==> config.mk <==
export PLATFORM = sky130hd
export DESIGN_NAME = tmu2_hinterp
export DESIGN_NICKNAME = d
export VERILOG_FILES = /design/src/rtl/tmu2_hinterp.sv
export SDC_FILE = /design/constraint.sdc
export NUM_CORES = 1
export LEC_CHECK = 0
export ABC_AREA = 0
export BUFFER_PORTS_ARGS = -buffer_cell sky130_fd_sc_hd__buf_2
export CORE_MARGIN = 3
export CORE_UTILIZATION = 30
export CTS_BUF_LIST = sky130_fd_sc_hd__clkbuf_2 sky130_fd_sc_hd__clkbuf_4 sky130_fd_sc_hd__clkbuf_8
export DETAILED_ROUTE_END_ITERATION = 16
export PLACE_DENSITY = 0.54
export SETUP_SLACK_MARGIN = 0.15
export SYNTH_ARGS = -nofsm -noshare
export SYNTH_HDL_FRONTEND = slang
export SYNTH_SLANG_ARGS = --single-unit
export TNS_END_PERCENT = 100
==> constraint.sdc <==
create_clock -name sys_clk -period 7.9 [get_ports sys_clk]
set_clock_uncertainty 0.15 [all_clocks]
set_input_delay 0.79 -clock sys_clk [delete_from_list [all_inputs] [get_ports sys_clk]]
set_output_delay 0.79 -clock sys_clk [all_outputs]
set_load 0.02 [all_outputs]
==> src/rtl/tmu2_hinterp.sv <==
// Horizontal span interpolator: one divided-difference record in, len points out with Bresenham-stepped texcoords.
// First point valid one cycle after accept, one point per cycle; outputs hold while pipe_ack_i is low.
module tmu2_hinterp (
  input  logic               sys_clk,
  input  logic               sys_rst_n,
  output logic               busy,
  input  logic               pipe_stb_i,
  output logic               pipe_ack_o,
  input  logic signed [11:0] x,
  input  logic signed [11:0] y,
  input  logic signed [17:0] tsx,
  input  logic signed [17:0] tsy,
  input  logic               diff_x_positive,
  input  logic               diff_y_positive,
  input  logic [16:0]        diff_x_q,
  input  logic [16:0]        diff_x_r,
  input  logic [16:0]        diff_y_q,
  input  logic [16:0]        diff_y_r,
  input  logic [10:0]        dst_squarew,
  output logic               pipe_stb_o,
  input  logic               pipe_ack_i,
  output logic signed [11:0] dx,
  output logic signed [11:0] dy,
  output logic signed [17:0] tx,
  output logic signed [17:0] ty
);

  typedef enum logic {IDLE, RUN} state_t;

  state_t      state, state_nxt;
  logic        accept, advance;
  logic [10:0] len, cnt;
  logic [10:0] err_x, err_y;
  logic [16:0] q_x, q_y, r_x, r_y;
  logic        pos_x, pos_y;

  always_ff @(posedge sys_clk or negedge sys_rst_n) begin
    if (!sys_rst_n) state <= IDLE;
    else            state <= state_nxt;
  end

  // Handshake outputs depend on state alone, never on the incoming strobes.
  always_comb begin
    state_nxt  = state;
    pipe_ack_o = 1'b0;
    pipe_stb_o = 1'b0;
    busy       = 1'b0;
    accept     = 1'b0;
    advance    = 1'b0;
    case (state)
      IDLE: begin
        pipe_ack_o = 1'b1;
        if (pipe_stb_i) begin
          accept = 1'b1;
          if (dst_squarew != 11'd0) state_nxt = RUN;
        end
      end
      RUN: begin
        pipe_stb_o = 1'b1;
        busy       = 1'b1;
        if (pipe_ack_i) begin
          if (cnt == len) state_nxt = IDLE;
          else            advance   = 1'b1;
        end
      end
    endcase
  end

  // Error accumulators stay below len, so one conditional subtract suffices.
  logic [17:0] len_ext, sum_x, sum_y, inc_x, inc_y;
  logic        wrap_x, wrap_y;
  logic [10:0] err_x_nxt, err_y_nxt;
  logic signed [17:0] tx_nxt, ty_nxt;

  always_comb begin
    len_ext   = {7'd0, len};
    sum_x     = {7'd0, err_x} + {1'b0, r_x};
    sum_y     = {7'd0, err_y} + {1'b0, r_y};
    wrap_x    = sum_x >= len_ext;
    wrap_y    = sum_y >= len_ext;
    inc_x     = {1'b0, q_x} + {17'd0, wrap_x};
    inc_y     = {1'b0, q_y} + {17'd0, wrap_y};
    err_x_nxt = wrap_x ? 11'(sum_x - len_ext) : sum_x[10:0];
    err_y_nxt = wrap_y ? 11'(sum_y - len_ext) : sum_y[10:0];
    tx_nxt    = pos_x ? tx + $signed(inc_x) : tx - $signed(inc_x);
    ty_nxt    = pos_y ? ty + $signed(inc_y) : ty - $signed(inc_y);
  end

  always_ff @(posedge sys_clk or negedge sys_rst_n) begin
    if (!sys_rst_n) begin
      dx    <= '0;
      dy    <= '0;
      tx    <= '0;
      ty    <= '0;
      cnt   <= '0;
      len   <= '0;
      err_x <= '0;
      err_y <= '0;
      q_x   <= '0;
      q_y   <= '0;
      r_x   <= '0;
      r_y   <= '0;
      pos_x <= 1'b0;
      pos_y <= 1'b0;
    end else if (accept) begin
      dx    <= x;
      dy    <= y;
      tx    <= tsx;
      ty    <= tsy;
      cnt   <= 11'd1;
      len   <= dst_squarew;
      err_x <= '0;
      err_y <= '0;
      q_x   <= diff_x_q;
      q_y   <= diff_y_q;
      r_x   <= diff_x_r;
      r_y   <= diff_y_r;
      pos_x <= diff_x_positive;
      pos_y <= diff_y_positive;
    end else if (advance) begin
      cnt   <= cnt + 11'd1;
      dx    <= dx + 12'sd1;
      tx    <= tx_nxt;
      ty    <= ty_nxt;
      err_x <= err_x_nxt;
      err_y <= err_y_nxt;
    end
  end

endmodule
After elaboration in Yosys (flattened, before gate mapping)
Index checks and enable logic that the tools add are counted.
Storage, ports and cells
  bits of input ports: 145
  register bits: 175
  output and inout port bits: 63
  word-level logic and storage cells: 60
Cells by class
  $lt $le $gt $ge: 2
  $add $sub $neg: 12
  reductions and logical operators: 2
  equal/unequal tests: 1
  bitwise logic cells: 1
  muxes and demuxes: 27
Operator list (count)
  $mux 18: 6
  $mux 11: 8
  $add 11x17->18: 2
  $add 17x1->18: 2
  $add 18x18->18: 2
  $ge 18x11->1: 2
  $sub 18x18->18: 2
  $mux 12: 2
  $sub 11x11->11: 2
  $add 12x2->12 const B: 1
  $add 11x1->11 const B: 1
  $eq 11x11->1: 1
  $reduce_bool 11->1: 1
  $mux 1: 10
  $pmux 1 s2: 1
  $reduce_bool 2->1: 1
  $not 1->1: 1

Longest topological paths before layout
  word-level depth: 7
  gate-level depth with buffers: 36
  gate-level depth less buffers: 34

Least setup slack after synthesis
OpenSTA, ideal clock, no wires.
  path type: register to register
  from: register err_y[0]
  to: register ty[15]
  library setup time: 0.065 ns
  data arrival time: 6.351 ns
  slack: 1.334 ns
  data required time: 7.685 ns
  buffers on the path: 2
  clock period less this slack: 6.566 ns
  cell stages (with the launch flop): 34
  cells stage by stage: dfrtp_1 ha_1 fa_1 a21oi_1 a2bb2oi_1 nand2b_1 a21oi_1 xnor2_1 ha_1 nand2_1 o21ai_0 o31a_1 o211ai_1 and3_1 o211ai_2 buf_6 ha_1 ha_1 buf_2 nor2_1 a21oi_1 o32a_1 nor4b_1 nor2_1 xnor2_1 ha_1 a21oi_1 o21bai_1 a21o_1 o2111ai_1 nand3b_1 xnor2_1 o21ai_0 o21a_1
On the way
  longest elaborated chain between the ends: 7
  elaborated cells on any way between the ends: 8
  classes of those cells: add/sub (4); order compare (1); mux (3)
Ends and longest elaborated chain
  from (decl): line 33  | logic [10:0] err_x, err_y;
  from (signal assigned): line 126  | err_y <= err_y_nxt;
  $add 11x17->18 (*): line 78  | sum_y = {7'd0, err_y} + {1'b0, r_y};
  $ge 18x11->1 (*): line 80  | wrap_y = sum_y >= len_ext;
  $add 17x1->18 (*): line 82  | inc_y = {1'b0, q_y} + {17'd0, wrap_y};
  $sub 18x18->18 or $add 18x18->18 (tied branches): line 86  | ty_nxt = pos_y ? ty + $signed(inc_y) : ty - $signed(inc_y);
  $mux 18 (*): line 86
  $mux 18 (*): line 120  | end else if (advance) begin
  $mux 18 (*): line 105  | end else if (accept) begin
  to (signal assigned): line 109  | ty <= tsy;
  to (signal assigned): line 124  | ty <= ty_nxt;
  to (decl): line 25  | output logic signed [17:0] ty
Every way passes the cells marked *; elsewhere a longest branch is shown, timed or not. The select of a mux whose other input is x is not followed.
A chain may end at the register's enable or synchronous reset.

Final worst setup path
  from: register err_y[0]
  to: register ty[17]
The elaborated chain is that of the path after synthesis.

==> flow_summary.ini <==
[status]
outcome = completed

[synth]
synth_compound_area_share_pct = 16.7
ys_seq_area_share_pct = 34.5
synthMuxAreaShare_pct = 2.42
synth_edf_count = 0
synth_fa_ha_area_share_pct = 9.42
syn-num-nets = 1809
synth.distinct_cells = 72
synth_top_family_by_area = simple AND/OR/NAND/NOR gates
async_flop_share_pct = 100
synth_cells = 1572
yosys.area.top_type_share_pct = 34.5
synth_top_area_cell = dfrtp_1
ys.flop_type = dfrtp_1
synth_warnings = 0
postSynthAreaPerCell_um2 = 8.07
synth.area.top_cells = dfrtp_1 34%, nand2_1 11%, ha_1 8.5%
synth-simple-area-share_pct = 23.1
syn-cell-area_mm2 = 0.0127
ys_seq_elements = 175
synth_xor_area_share_pct = 10.1

[critical_path]
cp_slowest_cell = ha_1
setup.worst_path.class = reg -> reg
critPathMostFrequentCell = a21oi_1
reg2reg_depth = 32
cp-end-kind = flip-flop
r2r_start = err_y[0]$_DFFE_PN0P_
critPathMaxStageDelay_ns = 0.43
reg2reg_slack_ns = 0.75
r2r-end = ty[17]$_DFFE_PN0P_
critPathLaunchType = flip-flop
cp_max_fo = 12
worstPathArrival_ns = 7.47
crit_required_ns = 8.22

[clock_network]
tritoncts = built
clock_path_buffers = 2
cts_setup_buffers = 0
cts_max_level = 4
cts_inserted_buffers = 17
root_buffer = clkbuf_8
clk_latency_ns = 0.55
clock-sinks = 175
clk_pin_slew_ns = 0.10

[pwr]
p_int_mw = 2.55
seq_power_share_pct = 29.5
ir_worst_vdd_mv = 0.116
pwr-share-clk_pct = 15.2
p_per_area_mw_per_mm2 = 308
power_frac_comb_pct = 55.3
swShare_pct = 43.4
p_switching_mw = 1.95
leakage_nw = 7.06

[layout]
antenna_cells = 0
mostFrequentLayoutCells = 364 x nand2_1, 206 x buf_2, 175 x dfrtp_1
area.sequential_mm2 = 0.00438
syn_to_final_growth_pct = 15.2
final_area_mm2 = 0.0146
final_common_cell = nand2_1
num-fill-cells = 4344
multi_input_area_mm2 = 0.00787
drive_above_1_share_pct = 15.4
fin_nets = 1973

[flow_run]
maxCapViolCount = 0

[drt]
drc = 0
drt-initial-drc-count = 690
dr.pass1.iters = 5
wl_per_cell_um = 15.9
routed_wl_um = 36300
vias_per_cell = 5.01
vias = 11400
ant_nets = 0

[die]
chipWidth_um = 212
fp.dieH_um = 212
rows = 74
dieArea_mm2 = 0.0448
coreArea_mm2 = 0.0413
io_pins = 208
floorplan.initialDensity_pct = 30.7

[global_routing]
grt_pass1_vias = 11100
grt_overflow_total = 0
grt_pass1_wl_um = 58200
grt_max_degree = 111
track_usage_pct = 16.3
grt_antenna_before_repair = 1

[placement]
gp_congestion = 0.857
place_area_mm2 = 0.0142
portBuffers = 207
post-place-ws_ns = 0.724
dp_hpwl_um = 27300

[sta]
period_minus_slack_ns = 7.15
finalSetupTns_ns = 0
setup_violations = 0
tightest_slew_ns = 1.04
holdWs_ns = 0.173
min_period_over_period_pct = 90.5
drv_slew = 0
fin_ws_ns = 0.751
final_hold_viol_count = 0
max_freq_mhz = 140
rsz0062_at_grt = false
relSlewSlack_pct = 30.9

[min_path]
hold_class = in -> async
==> metal layers <==
metal	vias to the layer above	track usage (%)	share of wire [%]
met4	2	4.00	1.4
met1	5393	21.8	48
met2	217	26.9	47
met3	32	3.84	4.2
li1	5776	-	-
met5	-	0	0.036
==> cell usage after synthesis (21+ instances only) <==
master and number:
and3_1 25, nand3_1 49, a21oi_1 104, ha_1 86, mux2i_1 21, xor2_1 59
a31oi_1 28, clkbuf_1 56, a21o_1 23, inv_1 45, nor3_1 32, nor2_1 97
o21ai_0 109, dfrtp_1 175, xnor2_1 88, nand2_1 365
==> stage by stage <==
| stage | utilization [%] | total power [mW] | instances |
|---|---|---|---|
| 4_1_cts | 35.4 | 4.56 | 2280 |
| 2_1_floorplan | - | 3.21 | 1572 |
| 6_report | 35.4 | 4.50 | 2280 |
| 5_1_grt | 35.4 | 4.93 | 2280 |
| 3_3_place_gp | 34.4 | 3.81 | 2249 |
| 3_5_place_dp | 34.4 | 3.84 | 2249 |
==> worst max-delay path, delay by kind of cell (launching register included) <==
kind                       cells  cell delay (ns)
DFF                            1             0.39
AOI/OAI and AO/OA             15             2.71
buffers and inverters          1             0.18
and+or+nand+nor                7             1.07
xor gates and xnor gates       3             0.47
adders and majority gates      6             2.13
==> sequential cells by signal (all words and copies together), names as in the netlist <==
signal  cells
cnt        11
dx         12
dy         12
err_x      11
err_y      11
len        11
pos_x       1
pos_y       1
q_x        17
q_y        17
r_x        17
r_y        17
state       1
tx         18
ty         18
==> cells by family after synthesis <==
logic type / Yosys count
multiplexers: 29
AND/OR/NAND/NOR: 660
buffers and inverters: 118
XOR/XNOR: 147
adder cells (fa/ha/maj): 92
flip-flops: 175
AO/OA/AOI/OAI: 351
==> what timing repair did <==
action | in CTS | in global routing
gates resized for setup | 0 | 1
hold buffers | 0 | 0
setup endpoints to repair | 0 | 1
==> power groups by stage <==
stage          Combinational [mW]  Sequential (mW)  Clock, mW
6_report                     2.49             1.33      0.685
5_1_grt                      2.81             1.36      0.756
4_1_cts                      2.50             1.33      0.726
3_5_place_dp                 2.49             1.35          0
3_3_place_gp                 2.46             1.34          0
2_1_floorplan                1.80             1.41          0
==> cell type report <==
cell class	instances	share of cell area (%)
Tap cell	532	4.55
Multi-Input combinational cell	1279	53.8
Timing Repair Buffer	218	7.71
Clock buffer	21	1.89
Sequential cell	175	29.9
Clock inverter	10	0.941
Inverter	45	1.16
==> how the worst max path moves through the flow <==
stage / start / end / depth (start not counted)
2_1_floorplan: err_y[0]$_DFFE_PN0P_ / ty[15]$_DFFE_PN0P_ / 33
3_3_place_gp: err_y[0]$_DFFE_PN0P_ / ty[15]$_DFFE_PN0P_ / 32
3_5_place_dp: err_x[0]$_DFFE_PN0P_ / tx[16]$_DFFE_PN0P_ / 30
4_1_cts: err_x[0]$_DFFE_PN0P_ / tx[16]$_DFFE_PN0P_ / 30
5_1_grt: err_x[0]$_DFFE_PN0P_ / tx[16]$_DFFE_PN0P_ / 30
6_report: err_y[0]$_DFFE_PN0P_ / ty[17]$_DFFE_PN0P_ / 32
Note: power is estimated with default switching activity, not from simulation.
